===== src/rtl/rv32i_pkg.sv =====
// Shared RV32I encodings: writeback source select, load funct3 values and
// the writeback-stage FSM state encoding.
package rv32i_pkg;

  localparam int XLEN = 32;

  localparam logic [1:0] WB_ALU  = 2'd0;
  localparam logic [1:0] WB_LOAD = 2'd1;
  localparam logic [1:0] WB_PC4  = 2'd2;
  localparam logic [1:0] WB_IMM  = 2'd3;

  localparam logic [2:0] F3_LB  = 3'd0;
  localparam logic [2:0] F3_LH  = 3'd1;
  localparam logic [2:0] F3_LW  = 3'd2;
  localparam logic [2:0] F3_LBU = 3'd4;
  localparam logic [2:0] F3_LHU = 3'd5;

  localparam logic [0:0] ST_IDLE      = 1'b0;
  localparam logic [0:0] ST_WAIT_LOAD = 1'b1;

endpackage


===== src/rtl/wb_stage_load_align.sv =====
// Combinational load extraction: picks the byte/half/word out of the aligned
// memory word and sign- or zero-extends it; flags unsupported funct3 values.
module load_align
  import rv32i_pkg::*;
(
  input  logic [2:0]      i_funct3,
  input  logic [1:0]      i_addr_lo,
  input  logic [XLEN-1:0] i_rdata,
  output logic [XLEN-1:0] o_data,
  output logic            o_illegal
);

  function automatic logic [XLEN-1:0] sext8(input logic signed [7:0] b);
    logic signed [XLEN-1:0] s;
    s = b;
    return s;
  endfunction

  function automatic logic [XLEN-1:0] sext16(input logic signed [15:0] h);
    logic signed [XLEN-1:0] s;
    s = h;
    return s;
  endfunction

  logic [7:0]  w_byte;
  logic [15:0] w_half;

  always_comb begin
    w_byte = 8'h00;
    case (i_addr_lo)
      2'd0:    w_byte = i_rdata[7:0];
      2'd1:    w_byte = i_rdata[15:8];
      2'd2:    w_byte = i_rdata[23:16];
      default: w_byte = i_rdata[31:24];
    endcase
  end

  // Halfword loads are naturally aligned, so only addr_lo[1] picks the half.
  assign w_half = i_addr_lo[1] ? i_rdata[31:16] : i_rdata[15:0];

  always_comb begin
    o_data    = '0;
    o_illegal = 1'b0;
    case (i_funct3)
      F3_LB:   o_data = sext8(w_byte);
      F3_LH:   o_data = sext16(w_half);
      F3_LW:   o_data = i_rdata;
      F3_LBU:  o_data = {24'h000000, w_byte};
      F3_LHU:  o_data = {16'h0000, w_half};
      default: o_illegal = 1'b1;
    endcase
  end

endmodule


===== src/rtl/wb_stage.sv =====
// RV32I writeback stage: selects the writeback source, waits for load data,
// drives the register-file write port from registers and counts retirements.
module wb_stage
  import rv32i_pkg::*;
(
  input  logic            clk,
  input  logic            rst,
  input  logic            in_valid,
  output logic            in_ready,
  input  logic            in_reg_write,
  input  logic [4:0]      in_rd,
  input  logic [1:0]      in_wb_sel,
  input  logic [2:0]      in_funct3,
  input  logic [1:0]      in_addr_lo,
  input  logic [XLEN-1:0] in_alu_result,
  input  logic [XLEN-1:0] in_pc_plus4,
  input  logic [XLEN-1:0] in_imm,
  input  logic            dmem_rvalid,
  input  logic [XLEN-1:0] dmem_rdata,
  output logic            rf_wen,
  output logic [4:0]      rf_rd,
  output logic [XLEN-1:0] rf_wdata,
  output logic [63:0]     retire_count
);

  logic [0:0]      r_state;
  logic [4:0]      r_ld_rd;
  logic            r_ld_reg_write;
  logic [2:0]      r_ld_funct3;
  logic [1:0]      r_ld_addr_lo;

  logic            r_rf_wen;
  logic [4:0]      r_rf_rd;
  logic [XLEN-1:0] r_rf_wdata;
  logic [63:0]     r_retire_count;

  logic            w_accept;
  logic            w_is_load;
  logic            w_done_direct;
  logic            w_done_load;
  logic [XLEN-1:0] w_direct_data;
  logic [XLEN-1:0] w_ld_data;
  logic            w_ld_illegal;

  assign in_ready      = (r_state == ST_IDLE);
  assign w_accept      = in_valid && in_ready;
  assign w_is_load     = (in_wb_sel == WB_LOAD);
  assign w_done_direct = w_accept && !w_is_load;
  assign w_done_load   = (r_state == ST_WAIT_LOAD) && dmem_rvalid;

  always_comb begin
    w_direct_data = in_alu_result;
    case (in_wb_sel)
      WB_PC4:  w_direct_data = in_pc_plus4;
      WB_IMM:  w_direct_data = in_imm;
      default: w_direct_data = in_alu_result;
    endcase
  end

  // Extraction always uses the captured load attributes: it only matters in WAIT_LOAD.
  load_align u_load_align (
    .i_funct3  (r_ld_funct3),
    .i_addr_lo (r_ld_addr_lo),
    .i_rdata   (dmem_rdata),
    .o_data    (w_ld_data),
    .o_illegal (w_ld_illegal)
  );

  // FSM and pending-load capture
  always_ff @(posedge clk) begin
    if (rst) begin
      r_state        <= ST_IDLE;
      r_ld_rd        <= '0;
      r_ld_reg_write <= 1'b0;
      r_ld_funct3    <= '0;
      r_ld_addr_lo   <= '0;
    end else begin
      if (w_accept && w_is_load) begin
        r_state        <= ST_WAIT_LOAD;
        r_ld_rd        <= in_rd;
        r_ld_reg_write <= in_reg_write;
        r_ld_funct3    <= in_funct3;
        r_ld_addr_lo   <= in_addr_lo;
      end else if (w_done_load) begin
        r_state <= ST_IDLE;
      end
    end
  end

  // Register-file write port and retire counter
  always_ff @(posedge clk) begin
    if (rst) begin
      r_rf_wen       <= 1'b0;
      r_rf_rd        <= '0;
      r_rf_wdata     <= '0;
      r_retire_count <= '0;
    end else if (w_done_direct) begin
      r_rf_wen       <= in_reg_write && (in_rd != 5'd0);
      r_rf_rd        <= in_rd;
      r_rf_wdata     <= w_direct_data;
      r_retire_count <= r_retire_count + 64'd1;
    end else if (w_done_load) begin
      r_rf_wen       <= r_ld_reg_write && (r_ld_rd != 5'd0) && !w_ld_illegal;
      r_rf_rd        <= r_ld_rd;
      r_rf_wdata     <= w_ld_illegal ? '0 : w_ld_data;
      r_retire_count <= r_retire_count + 64'd1;
    end else begin
      r_rf_wen <= 1'b0;
    end
  end

  assign rf_wen       = r_rf_wen;
  assign rf_rd        = r_rf_rd;
  assign rf_wdata     = r_rf_wdata;
  assign retire_count = r_retire_count;

endmodule

===== config.mk =====
export PLATFORM = sky130hd
export DESIGN_NAME = wb_stage
export DESIGN_NICKNAME = d
export VERILOG_FILES = /design/src/rtl/rv32i_pkg.sv /design/src/rtl/wb_stage_load_align.sv /design/src/rtl/wb_stage.sv
export SDC_FILE = /design/constraint.sdc
export NUM_CORES = 1
export LEC_CHECK = 0
export ABC_AREA = 1
export ABC_CLOCK_PERIOD_IN_PS = 2500
export BUFFER_PORTS_ARGS = -buffer_cell sky130_fd_sc_hd__buf_4
export CAP_MARGIN = 20
export CORE_MARGIN = 3
export CORE_UTILIZATION = 35
export CTS_BUF_LIST = sky130_fd_sc_hd__clkbuf_8
export CTS_CLUSTER_DIAMETER = 100
export DETAILED_ROUTE_END_ITERATION = 10
export PLACE_DENSITY_LB_ADDON = 0.1
export RECOVER_POWER = 25
export SLEW_MARGIN = 10
export SYNTH_ARGS = -nofsm -noshare
export SYNTH_HDL_FRONTEND = slang
export SYNTH_SLANG_ARGS = --single-unit

===== constraint.sdc =====
create_clock -name clk -period 2.5 [get_ports clk]
set_clock_uncertainty 0.05 [all_clocks]
set_input_delay 0.375 -clock clk [delete_from_list [all_inputs] [get_ports clk]]
set_output_delay 0.375 -clock clk [all_outputs]
set_load 0.005 [all_outputs]

==> run summary <==
======================================================================================
Layout-stage area growth over the synthesis result ......................        32.6%
VDD IR max ..............................................................     0.262 mV
Cell Area, Synth ........................................................    7530 um^2
Hold slack final ........................................................       135 ps
Antenna violations before repair ........................................            0
Remaining global-route overflow .........................................            0
Path class of the lowest-slack min-delay path ...........................    in -> reg
DRC viols ...............................................................            0
Slew headroom ...........................................................        53.8%
Number of levels in the clock H-tree ....................................            4
Post-synth EDFFs ........................................................            0
Final ANT Viol Nets .....................................................            0
First-pass GRT wire length ..............................................    45,100 um
Clock Sinks .............................................................          114
Cts bufs inserted .......................................................           17
DP Wirelength ...........................................................    22,200 um
Hold-fix buffers, CTS ...................................................            0
Total Routed Length .....................................................    28,400 um
Pwr dens ................................................................  455 nW/um^2
Leakage .................................................................      4.29 nW
Maximum operating frequency .............................................      481 MHz
Number of storage elements in the synthesis netlist .....................          114
Crit path capture type ..................................................         flop
Ratio of cells with drive above 1 in the final layout ...................        22.2%
Area of the placeable core ..............................................  21,100 um^2
TritonCTS clock tree ....................................................         done
Cell with the most instances after synthesis ............................ sky130_fd_sc_hd__nand2_1
Category of the critical setup timing path ..............................   reg -> reg
Antenna diode instance count ............................................            0
Weighted congestion reported at the end of routability-driven placement .        0.921
Initial DRT Pass Iterations .............................................            5
Chip width ..............................................................       153 um
Count of unique library cells instantiated by Yosys .....................           46
Buffer and inverter count on the worst path .............................            0
Starting Density ........................................................        35.7%
Top cell type's share of synthesized area ...............................        30.3%
Area of the die .........................................................  23,300 um^2
Post-DR wirelength/cell .................................................      15.9 um
Primary flip-flop cell chosen by synthesis mapping ...................... sky130_fd_sc_hd__dfxtp_1
Hold Violations, Final ..................................................            0
Setup repair after global routing missed its margin .....................        false
Final WS setup ..........................................................       419 ps
Iter 0 DRT Violations ...................................................          615
Top post-synthesis cells by area ........................................ sky130_fd_sc_hd__dfxtp_1 (30%), sky130_fd_sc_hd__nand2_1 (20%), sky130_fd_sc_hd__nor2_1 (8.8%)
Peak fanout along the critical path .....................................            7
Slew at the pin with the worst max-slew slack ...........................       691 ps
Global routing usage summed across all routing layers ...................        23.7%
Largest area contributor in the netlist ................................. sky130_fd_sc_hd__dfxtp_1
Pin count of the biggest net entering global routing ....................           67
CTS resizes .............................................................            0
I/O Buffers .............................................................          247
Portion of the post-synthesis area used by sequential elements ..........        30.3%
Worst-Skew Late Latency .................................................       450 ps
CTS clock-pin slew for the worst setup and hold paths ...................        80 ps
Cell Count Post-Placement ...............................................        1,748
Element type at the critical path start .................................         flop
Cell with the largest stage delay on the worst path ..................... sky130_fd_sc_hd__dfxtp_1
Post-layout instance count excluding filler cells .......................        1,780
Most used standard cells in the synthesized netlist ..................... sky130_fd_sc_hd__nand2_1 (393), sky130_fd_sc_hd__nor2_1 (177), sky130_fd_sc_hd__a21oi_1 (117), sky130_fd_sc_hd__dfxtp_1 (114), sky130_fd_sc_hd__nand3_1 (111)
Routed via count ........................................................        8,940
Nets in the synthesized netlist .........................................        1,405
Syn. warnings ...........................................................            0
Cell count after synthesis ..............................................        1,259
Count of max-cap constraint violations ..................................            0
Total cell area at the placement stage ..................................    9640 um^2
Min Clock Period, post-route ............................................      2080 ps
Cell at the root of the clock tree ...................................... sky130_fd_sc_hd__clkbuf_8
Signal arrival time at the worst endpoint ...............................      2380 ps
Worst setup slack before clock tree synthesis ...........................       328 ps
Power Total .............................................................      4.54 mW
Largest delay contributor family on the critical path ................... simple AND/OR/NAND/NOR gates
Final core area utilization .............................................        47.3%
Via density per instance ................................................         5.02
Final Max Tran Viols ....................................................            0
Critical path's most frequent cell ...................................... sky130_fd_sc_hd__nor2_4
Vias in the first global route ..........................................        8,750
Die height ..............................................................       153 um
Maximum clock insertion buffer count ....................................            2
Area of all placed cells without fillers ................................    9980 um^2
Final critical-path share of the clock period ...........................        83.2%
Run status .............................................................. complete, no violations
Required time worst endpoint ............................................      2800 ps
Syn_area_per_cell .......................................................    5.98 um^2
Max stage delay on crit path ............................................       420 ps
Number of setup violations in the final report ..........................            0
Cell Rows ...............................................................           53
Setup_tns ...............................................................         0 ps
Ys async rst share ......................................................           0%
Number of setup buffers added after CTS .................................            0
Critical path, cell by cell ............................................. ha_1 > nand3_2 > nor2_4 > nand2_4 > nor2_8 > nand3_4 > nor2_4 > nand3_1 > nand2_1 > nor2_1
Final nets ..............................................................        1,638
I/O pin count ...........................................................          248
======================================================================================
## area by class of cell
type | instances | area [um^2]
fillers | 2327 | 11100
clock inverters | 15 | 151
repair buffers | 267 | 1970
flip-flops and latches | 114 | 2280
inverters | 108 | 408
multi-input cells | 984 | 4590
well taps | 275 | 344
clock buffers | 17 | 234
## worst min-delay path, stage by stage
cell and delay (ps):
sky130_fd_sc_hd__buf_4 90, sky130_fd_sc_hd__nor2_1 40, sky130_fd_sc_hd__nor2_1 80
## cell families (layout without fill, tap and decap cells)
group                      after synthesis  count (layout)  synth area share [%]
and+or+nand+nor                        752             752                  43.4
AOI/OAI and AO/OA                      227             227                  17.0
buffers and inverters                  161             407                  8.74
xor gates and xnor gates                 4               4                 0.465
adders and majority gates                1               1                 0.166
DFF                                    114             114                  30.3
## flip-flops by register name, summed over array words and instances, names as in the netlist
signal and count:
r_ld_addr_lo 2, r_ld_reg_write 1, rf_rd 5, retire_count 64
r_ld_funct3 3, rf_wdata 32, r_ld_rd 5, r_state 1
rf_wen 1
## metal layers
| layer | vias to the layer above | wire (um) | global-route usage [%] |
|---|---|---|---|
| li1 | 4572 | - | - |
| met1 | 4074 | 11500 | 26.8 |
| met2 | 251 | 14500 | 43.5 |
| met3 | 43 | 1690 | 5.62 |
| met5 | - | 0 | 0 |
| met4 | 0 | 673 | 8.10 |
## layout by cell type (no fill, tap or decap), types with 2 or more instances in the layout
cell type and count:
sky130_fd_sc_hd__clkinv_2 7, sky130_fd_sc_hd__a22o_1 14, sky130_fd_sc_hd__a21oi_2 2, sky130_fd_sc_hd__xnor2_1 2
sky130_fd_sc_hd__dfxtp_1 114, sky130_fd_sc_hd__clkinvlp_4 2, sky130_fd_sc_hd__inv_2 6, sky130_fd_sc_hd__inv_1 104
sky130_fd_sc_hd__a21boi_0 4, sky130_fd_sc_hd__o21ai_1 4, sky130_fd_sc_hd__buf_4 223, sky130_fd_sc_hd__o211ai_1 7
sky130_fd_sc_hd__o21a_1 3, sky130_fd_sc_hd__nand4_1 18, sky130_fd_sc_hd__nand3_1 111, sky130_fd_sc_hd__nand2_4 4
sky130_fd_sc_hd__nor3b_1 2, sky130_fd_sc_hd__nand2_1 393, sky130_fd_sc_hd__clkbuf_8 17, sky130_fd_sc_hd__o21ai_0 61
sky130_fd_sc_hd__nor2_4 7, sky130_fd_sc_hd__bufinv_16 3, sky130_fd_sc_hd__xor2_1 2, sky130_fd_sc_hd__nand2_2 5
sky130_fd_sc_hd__nor3_2 4, sky130_fd_sc_hd__a31oi_1 8, sky130_fd_sc_hd__nand3_2 2, sky130_fd_sc_hd__clkbuf_1 12
sky130_fd_sc_hd__nor2_1 176, sky130_fd_sc_hd__nor2_2 10, sky130_fd_sc_hd__clkbuf_4 31, sky130_fd_sc_hd__a21oi_1 117
sky130_fd_sc_hd__nand3_4 2, sky130_fd_sc_hd__nor3_1 13, sky130_fd_sc_hd__nor3_4 2
## final timing paths
check                  startpoint               end  slack, ps  depth (start not counted)
setup / recovery  retire_count[0]  retire_count[42]        420                         10
hold / removal       in_funct3[2]    r_ld_funct3[2]        130                          3
setup reg to reg  retire_count[0]  retire_count[42]        420                         10
hold reg to reg       rf_wdata[0]       rf_wdata[0]        440                          2
## report_power, final
part / internal, mW / switching [mW]
Clock: 0.959 / 0.809
Sequential: 1.88 / 0.0410
Combinational: 0.382 / 0.469
Total: 3.22 / 1.32
Note: power is estimated with default switching activity, not from simulation.
